File: config.mk
export PLATFORM = sky130hd
export DESIGN_NAME = tft_spi_rx_decoder
export DESIGN_NICKNAME = d
export VERILOG_FILES = /design/src/rtl/tft_pkg.sv /design/src/rtl/tft_spi_rx_shifter.sv /design/src/rtl/tft_spi_rx_decoder.sv
export SDC_FILE = /design/constraint.sdc
export NUM_CORES = 1
export LEC_CHECK = 0
export CAP_MARGIN = 20
export CORE_MARGIN = 2
export CORE_UTILIZATION = 35
export DETAILED_ROUTE_END_ITERATION = 8
export REMOVE_ABC_BUFFERS = 1
export SYNTH_ARGS = -nofsm -noshare
export SYNTH_HDL_FRONTEND = slang
export SYNTH_SLANG_ARGS = --single-unit
File: constraint.sdc
create_clock -name CLK -period 6.6 [get_ports CLK]
set_input_delay 0.99 -clock CLK [delete_from_list [all_inputs] [get_ports CLK]]
set_output_delay 0.99 -clock CLK [all_outputs]
set_load 0.05 [all_outputs]
File: src/rtl/tft_pkg.sv
// Shared constants for the TFT SPI receive path: panel register indices and FSM state encoding.
package tft_pkg;

    localparam logic [7:0] IDX_RAM_ADDR1 = 8'h20;
    localparam logic [7:0] IDX_RAM_ADDR2 = 8'h21;
    localparam logic [7:0] IDX_GRAM_WR   = 8'h22;
    localparam logic [7:0] IDX_HWIN1     = 8'h36;
    localparam logic [7:0] IDX_HWIN2     = 8'h37;
    localparam logic [7:0] IDX_VWIN1     = 8'h38;
    localparam logic [7:0] IDX_VWIN2     = 8'h39;

    localparam logic [1:0] ST_IDLE  = 2'd0;
    localparam logic [1:0] ST_SHIFT = 2'd1;
    localparam logic [1:0] ST_WORD  = 2'd2;

endpackage

File: src/rtl/tft_spi_rx_shifter.sv
// Synchronises the SPI pins, detects SCK rises and assembles {RS,16-bit} words.
// TFT_RX_FRAMECHK_EN adds a pulse on o_frame_err when CS_n aborts a partial word.
module tft_spi_rx_shifter
    import tft_pkg::*;
#(
    parameter int SYNC_STAGES = 2
) (
    input  logic        i_clk,
    input  logic        i_rst,
    input  logic        i_sck,
    input  logic        i_mosi,
    input  logic        i_cs_n,
    input  logic        i_rs,
    output logic        o_word_valid,
    output logic        o_word_rs,
    output logic [15:0] o_word_data,
    output logic        o_frame_err,
    output logic [1:0]  o_state
);

    logic [SYNC_STAGES-1:0] r_sck_sync;
    logic [SYNC_STAGES-1:0] r_mosi_sync;
    logic [SYNC_STAGES-1:0] r_cs_sync;
    logic [SYNC_STAGES-1:0] r_rs_sync;
    logic                   r_sck_d;
    logic [1:0]             r_state;
    logic [3:0]             r_cnt;
    logic [15:0]            r_shift;
    logic                   r_rs_cap;
    logic                   r_word_valid;
    logic                   r_word_rs;
    logic [15:0]            r_word_data;
    logic                   w_sck;
    logic                   w_mosi;
    logic                   w_cs_n;
    logic                   w_rs;
    logic                   w_sck_rise;

    // CS_n synchroniser resets to the deselected level so reset never looks like a frame start.
    always_ff @(posedge i_clk or posedge i_rst) begin
        if (i_rst) begin
            r_sck_sync  <= '0;
            r_mosi_sync <= '0;
            r_cs_sync   <= '1;
            r_rs_sync   <= '0;
            r_sck_d     <= 1'b0;
        end else begin
            r_sck_sync  <= {r_sck_sync[SYNC_STAGES-2:0], i_sck};
            r_mosi_sync <= {r_mosi_sync[SYNC_STAGES-2:0], i_mosi};
            r_cs_sync   <= {r_cs_sync[SYNC_STAGES-2:0], i_cs_n};
            r_rs_sync   <= {r_rs_sync[SYNC_STAGES-2:0], i_rs};
            r_sck_d     <= w_sck;
        end
    end

    assign w_sck      = r_sck_sync[SYNC_STAGES-1];
    assign w_mosi     = r_mosi_sync[SYNC_STAGES-1];
    assign w_cs_n     = r_cs_sync[SYNC_STAGES-1];
    assign w_rs       = r_rs_sync[SYNC_STAGES-1];
    assign w_sck_rise = w_sck & ~r_sck_d;

    always_ff @(posedge i_clk or posedge i_rst) begin
        if (i_rst) begin
            r_state      <= ST_IDLE;
            r_cnt        <= 4'd0;
            r_shift      <= 16'd0;
            r_rs_cap     <= 1'b0;
            r_word_valid <= 1'b0;
            r_word_rs    <= 1'b0;
            r_word_data  <= 16'd0;
        end else begin
            r_word_valid <= 1'b0;
            case (r_state)
                ST_IDLE: begin
                    r_cnt <= 4'd0;
                    if (!w_cs_n) r_state <= ST_SHIFT;
                end
                ST_SHIFT: begin
                    if (w_cs_n) begin
                        r_state <= ST_IDLE;
                        r_cnt   <= 4'd0;
                    end else if (w_sck_rise) begin
                        r_shift <= {r_shift[14:0], w_mosi};
                        r_cnt   <= r_cnt + 4'd1;
                        if (r_cnt == 4'd15) begin
                            r_rs_cap <= w_rs;
                            r_state  <= ST_WORD;
                        end
                    end
                end
                ST_WORD: begin
                    r_word_valid <= 1'b1;
                    r_word_rs    <= r_rs_cap;
                    r_word_data  <= r_shift;
                    r_cnt        <= 4'd0;
                    r_state      <= w_cs_n ? ST_IDLE : ST_SHIFT;
                end
                default: r_state <= ST_IDLE;
            endcase
        end
    end

`ifdef TFT_RX_FRAMECHK_EN
    logic r_frame_err;

    always_ff @(posedge i_clk or posedge i_rst) begin
        if (i_rst) r_frame_err <= 1'b0;
        else       r_frame_err <= (r_state == ST_SHIFT) && w_cs_n && (r_cnt != 4'd0);
    end

    assign o_frame_err = r_frame_err;
`else
    assign o_frame_err = 1'b0;
`endif

    assign o_word_valid = r_word_valid;
    assign o_word_rs    = r_word_rs;
    assign o_word_data  = r_word_data;
    assign o_state      = r_state;

endmodule

File: src/rtl/tft_spi_rx_decoder.sv
// Panel-side decoder: turns received SPI words into register writes and windowed GRAM pixel writes.
// Optional macro TFT_RX_FRAMECHK_EN enables frame_err (generated in the shifter).
module tft_spi_rx_decoder
    import tft_pkg::*;
#(
    parameter int         SYNC_STAGES = 2,
    parameter logic [7:0] H_END_RST   = 8'hAF,
    parameter logic [7:0] V_END_RST   = 8'hDB
) (
    input  logic        CLK,
    input  logic        RST,
    input  logic        spi_sck,
    input  logic        spi_mosi,
    input  logic        spi_cs_n,
    input  logic        spi_rs,
    output logic        word_valid,
    output logic        word_rs,
    output logic [15:0] word_data,
    output logic        reg_wr,
    output logic [7:0]  reg_idx,
    output logic [15:0] reg_data,
    output logic        pix_valid,
    output logic [15:0] pix_data,
    output logic [7:0]  pix_x,
    output logic [7:0]  pix_y,
    output logic        frame_err,
    output logic [1:0]  dbg_state
);

    logic        w_word_valid;
    logic        w_word_rs;
    logic [15:0] w_word_data;
    logic        r_reg_wr;
    logic [7:0]  r_idx;
    logic [15:0] r_reg_data;
    logic        r_pix_valid;
    logic [15:0] r_pix_data;
    logic [7:0]  r_pix_x;
    logic [7:0]  r_pix_y;
    logic [7:0]  r_x;
    logic [7:0]  r_y;
    logic [7:0]  r_hsa;
    logic [7:0]  r_hea;
    logic [7:0]  r_vsa;
    logic [7:0]  r_vea;

    tft_spi_rx_shifter #(.SYNC_STAGES(SYNC_STAGES)) u_shifter (
        .i_clk        (CLK),
        .i_rst        (RST),
        .i_sck        (spi_sck),
        .i_mosi       (spi_mosi),
        .i_cs_n       (spi_cs_n),
        .i_rs         (spi_rs),
        .o_word_valid (w_word_valid),
        .o_word_rs    (w_word_rs),
        .o_word_data  (w_word_data),
        .o_frame_err  (frame_err),
        .o_state      (dbg_state)
    );

    always_ff @(posedge CLK or posedge RST) begin
        if (RST) begin
            r_reg_wr    <= 1'b0;
            r_idx       <= 8'd0;
            r_reg_data  <= 16'd0;
            r_pix_valid <= 1'b0;
            r_pix_data  <= 16'd0;
            r_pix_x     <= 8'd0;
            r_pix_y     <= 8'd0;
            r_x         <= 8'd0;
            r_y         <= 8'd0;
            r_hsa       <= 8'd0;
            r_hea       <= H_END_RST;
            r_vsa       <= 8'd0;
            r_vea       <= V_END_RST;
        end else begin
            r_reg_wr    <= 1'b0;
            r_pix_valid <= 1'b0;
            if (w_word_valid) begin
                if (!w_word_rs) begin
                    r_idx <= w_word_data[7:0];
                end else if (r_idx == IDX_GRAM_WR) begin
                    r_pix_valid <= 1'b1;
                    r_pix_data  <= w_word_data;
                    r_pix_x     <= r_x;
                    r_pix_y     <= r_y;
                    // Equality-only window: an address beyond the end runs on and wraps at 8 bits.
                    if (r_x != r_hea) begin
                        r_x <= r_x + 8'd1;
                    end else begin
                        r_x <= r_hsa;
                        r_y <= (r_y == r_vea) ? r_vsa : r_y + 8'd1;
                    end
                end else begin
                    r_reg_wr   <= 1'b1;
                    r_reg_data <= w_word_data;
                    case (r_idx)
                        IDX_RAM_ADDR1: r_x   <= w_word_data[7:0];
                        IDX_RAM_ADDR2: r_y   <= w_word_data[7:0];
                        IDX_HWIN1:     r_hea <= w_word_data[7:0];
                        IDX_HWIN2:     r_hsa <= w_word_data[7:0];
                        IDX_VWIN1:     r_vea <= w_word_data[7:0];
                        IDX_VWIN2:     r_vsa <= w_word_data[7:0];
                        default: ;
                    endcase
                end
            end
        end
    end

    assign word_valid = w_word_valid;
    assign word_rs    = w_word_rs;
    assign word_data  = w_word_data;
    assign reg_wr     = r_reg_wr;
    assign reg_idx    = r_idx;
    assign reg_data   = r_reg_data;
    assign pix_valid  = r_pix_valid;
    assign pix_data   = r_pix_data;
    assign pix_x      = r_pix_x;
    assign pix_y      = r_pix_y;

endmodule

======== Word level (Yosys, flattened, before mapping) ========
Cells that the tools add are included.
operators by class
  add/subtract/negate cells ............... 3
  equal/unequal tests ..................... 16
  multiplexer cells ....................... 23
  bitwise gates (word level) .............. 5
  reduce and logical (&&, ||, !) cells .... 18
operators by type and width
  kind                 number
  $eq 8x6->1 const B   7
  $mux 8               7
  $reduce_and 4->1     6
  $add 8x1->8 const B  2
  $reduce_and 3->1     5
  $eq 8x8->1           1
  $mux 1               8
  $mux 2               4
  $mux 4               2
  $ne 8x8->1           1
  $pmux 4 s2           1
  $ne 3x1->1 const B   2
  $pmux 2 s3           1
  $reduce_bool 2->1    3
  $add 4x1->4 const B  1
  $eq 4x4->1 const B   1
  $ne 2x2->1 const B   2
  $not 1->1            4
  $reduce_and 2->1     2
  $eq 2x1->1 const B   1
  $eq 2x2->1 const B   1
  $logic_not 2->1      1
  $reduce_or 2->1      1
  $and 1x1->1          1
word-level totals
  register bits after elaboration ......... 156
  input port bits ......................... 6
  output and inout port bits .............. 79
  logic and storage cells ................. 90

======== Longest topological paths before layout ========
  depth in word-level cells ............... 5
  depth in mapped cells ................... 8
  depth with buffers taken out ............ 6

======== Modules after synthesis ========
Synthesis repeated with hierarchy kept, for this count alone.
second synthesis, totals
  cells, all modules ...................... 497
  area total of the unflattened synthesis .. 6844.1 um^2
by module, submodules not included
  module              times used  cells each  area each (um^2)  seq. area each (um^2)
  tft_spi_rx_decoder  1           381         4934.7            2667.6
  tft_spi_rx_shifter  1           116         1909.3            1253.7

======== Least setup slack after synthesis ========
Ideal clock, no wire load.
  path kind ............................... register to register
  from .................................... register r_idx[3] (netlist: reg_idx[3])
  to ...................................... register r_pix_data[5] (netlist: pix_data[5])
  library setup time ...................... 0.125 ns
  data arrival time ....................... 2.102 ns
  required time ........................... 6.475 ns
  path slack .............................. 4.372 ns
  cell stages (with the launch flop) ...... 7
  buffers on the path ..................... 2
  clock period less this slack ............ 2.228 ns
  cell sequence ........................... dfrtp_1 > nor4b_4 > and3_1 > buf_4 > nand3_4 > buf_6 > mux2_4
between the ends
  longest elaborated chain between the ends .. 2
ends and longest elaborated chain
  what                        RTL line                  RTL
  start: declaration          tft_spi_rx_decoder.sv:34  logic [7:0] r_idx;
  start signal: assignment    tft_spi_rx_decoder.sv:81  r_idx <= w_word_data[7:0];
  $eq 8x6->1                  tft_spi_rx_decoder.sv:82  end else if (r_idx == IDX_GRAM_WR) begin
  $reduce_and 3->1 (no line)  --
  end signal: assignment      tft_spi_rx_decoder.sv:84  r_pix_data <= w_word_data;
  end: declaration            tft_spi_rx_decoder.sv:37  logic [15:0] r_pix_data;
Every way passes these cells.
A chain may end at the register's enable or synchronous reset.

======== Final worst setup path ========
  from .................................... register u_shifter.r_word_data[3] (netlist: u_shifter.o_word_data[3])
  to ...................................... output port word_data[3]
RTL lines
  what                      RTL line                  RTL
  start: declaration        tft_spi_rx_shifter.sv:32  logic [15:0] r_word_data;
  start signal: assignment  tft_spi_rx_shifter.sv:94  r_word_data <= r_shift;
  end: declaration          tft_spi_rx_decoder.sv:18  output logic [15:0] word_data,
No word-level cell between the ends.

==> results.yml <==
timing:
  setup_tns_ps: 0
  layout_setup_ws_ps: 3600
  hold_slack_ps: 350
  hold_viol: 0
  timing.fmax_mhz: 334
  period_minus_slack_ps: 3000
  finalMaxSlewViolations: 0
  worstMarginPinSlew_ps: 895
  min_period_over_period: 0.454
  rsz0062_at_grt: "false"
  finalClockSkew_ps: 9.09
  maxSlewHeadroom: 0.400
  finalSetupViolations: 0
cts:
  cts_root_buf: "clkbuf_16"
  cts.path.max_buffers: 2
  cts.sinks: 156
  cts_max_level: 4
  cts.repair.resized: 0
  cts_tree: "done"
  numCtsBuffers: 17
  cts_setup_buffers: 0
  clk_latency_ps: 420
  hold_buffers: 0
  clkTransAtPathRegs_ps: 60
drt:
  via_per_inst: 5.07
  finalWirelength_um: 15200
  drt_iter0_markers: 251
  postRouteAntennaNets: 0
  wire_per_inst_um: 17.7
  drc: 0
  dr.pass1.iters: 6
  vias: 4362
setup_path:
  path_max_fanout: 10
  rr_startpoint: "reg_idx[3]"
  startpoint_type: "flop"
  cp_cell_sequence: "clkdlybuf4s50_1"
  crit_buf_inv: 1
  slowest_delay_ps: 910
  slowest_stage: "clkdlybuf4s50_1"
  cp.required_ps: 5610
  worstPathArrival_ps: 2010
  r2r_cells: 4
  r2r-end: "pix_data[12]"
  path_class: "flop to output pin"
  r2r_slack_ps: 3860
  endpoint_kind: "output pin"
  critPathTopFamily: "buffers and inverters"
power_and_ir_drop:
  seqPwrFrac: 0.491
  power_frac_clock: 0.489
  power_frac_comb: 0.020
  netSwitchingFraction: 0.209
  power.leakage_nw: 3.88
  power_switching_mw: 0.419
  power_density_mw_per_mm2: 236
  finalPower_mw: 2.00
  internal-power_mw: 1.58
  vdd.ir_drop.worst_mv: 0.184
logic_synthesis:
  synth.most_common_cell: "dfrtp_1"
  synth_top_area_frac: 0.519
  synth_area_sq_mm: 0.00685
  synth_compound_area_frac: 0.0598
  synth_cells: 504
  synth_common_cells: "dfrtp_1 (142), mux2_2 (100), mux2_4 (25)"
  synth_async_sr_flop_share: 1.00
  synth_top_family_by_area: "multiplexers"
  synth-edff-count: 0
  ys_types: 49
  synth-main-ff-cell: "dfrtp_1"
  synth_area_leaders: "dfrtp_1 (52%), mux2_2 (16%), mux2_4 (5.5%)"
  synth-seq-cells: 156
  synth_adder_area_share: 0.00548
  synth_mux_area_frac: 0.225
  synth-warning-count: 0
  synth-simple-area-share: 0.0810
  yosysTopAreaCell: "dfrtp_1"
  synth_xor_area_frac: 0.0307
  synth_seq_area_share: 0.573
  synth.avg_cell_area_sq_um: 13.6
hold_path:
  min_to: "u_shifter.r_sck_sync[1]"
  worstHoldPathType: "flop to flop"
  hold-path-cell-count: 0
  hp-start: "u_shifter.r_sck_sync[0]"
global_routing:
  grt_pass1_wl_um: 24800
  track_usage: 0.157
  grt_max_degree: 99
  grt_pass1_vias: 4540
  antenna_found_initial: 0
  gr-total-overflow: 0
cells_and_area:
  final_nets: 591
  area_growth_pct: 24.0
  drive_gt1_frac: 0.304
  fin_util: 0.439
  fin_cells: 860
  post-route-cell-area_sq_mm: 0.00849
  n_antenna_cell: 0
placement:
  dpl_cell_area_sq_mm: 0.00789
  gp_congestion: 0.795
  port_buffers: 83
  place_hpwl_um: 9880
  place_ws_ps: 3640
  dp_cells: 828
floorplanning:
  fp.dieH_um: 144
  ioPinCount: 85
  std_cell_rows: 51
  dieWidth_um: 144
  core-area_sq_mm: 0.0193
  start_util: 0.354
  die_area_sq_mm: 0.0207
run:
  drv_cap: 0
status:
  outcome: "complete, no violations"
-- cell usage in the layout (no fill, tap or decap), drive strengths merged, types with 3 or more instances in the layout --
cell type      count
a21oi             12
dfrtp            142
clkdlybuf4s50     83
or3                7
o21ai             12
nor2b              5
mux2             125
nand2             18
clkbuf            23
xor2               3
nand4              7
ha                 3
inv               10
mux2i              4
dfstp             14
and4               4
a31oi              7
o21a               7
clkinv             4
nand3             20
o311ai             4
nor2              11
nand2b             3
nor3              15
o31ai              6
xnor2             21
-- logic make-up (layout without fill, tap and decap cells) --
family,Yosys count,count (layout)
adder cells (fa/ha/maj),3,3
AND/OR/NAND/NOR,97,97
other,1,1
XOR/XNOR,24,24
flip-flops,156,156
buffers and inverters,34,125
multiplexers,129,129
AO/OA/AOI/OAI,60,60
-- worst max path at each step --
stage	startpoint	to	slack (ps)	depth (start not counted)
final	u_shifter.o_word_data[3]	word_data[3]	3600	1
after CTS	u_shifter.o_word_data[7]	word_data[7]	3570	1
after global placement	RST	pix_data[5]	3690	3
after detailed placement	RST	pix_data[5]	3640	3
after global routing	u_shifter.o_word_data[3]	word_data[3]	3560	1
after floorplan	RST	pix_data[0]	1430	1
-- registers in the layout (all words and copies together), names as in the netlist, 16 cells and up --
| register | count |
|---|---|
| u_shifter.r_shift | 16 |
| pix_data | 16 |
| reg_data | 16 |
| u_shifter.o_word_data | 16 |
-- routing by layer --
layer	track usage	vias to the layer above	part of all wire
met5	0	-	0
met3	0.0510	22	0.053
met1	0.202	2243	0.45
li1	-	1985	-
met2	0.252	112	0.47
met4	0.0511	0	0.022
-- cell type report --
| cell class | instances | area, sq um |
|---|---|---|
| fill | 1740 | 10800 |
| sequential | 156 | 3920 |
| multi-input combinational | 314 | 2760 |
| timing repair buffer | 85 | 846 |
| clock buffer | 23 | 488 |
| tap | 265 | 332 |
| clock inverter | 9 | 109 |
| inverter | 8 | 35.0 |
-- power by group through the flow --
stage | Clock [mW] | Combinational [mW] | Sequential (mW)
2_1_floorplan | 0 | 0.0292 | 0.998
3_3_place_gp | 0 | 0.0409 | 0.999
3_5_place_dp | 0 | 0.0421 | 1.00
4_1_cts | 1.00 | 0.0423 | 0.983
5_1_grt | 1.05 | 0.0468 | 0.984
6_report | 0.981 | 0.0403 | 0.983
No activity file was read; power rests on OpenSTA's default activity.
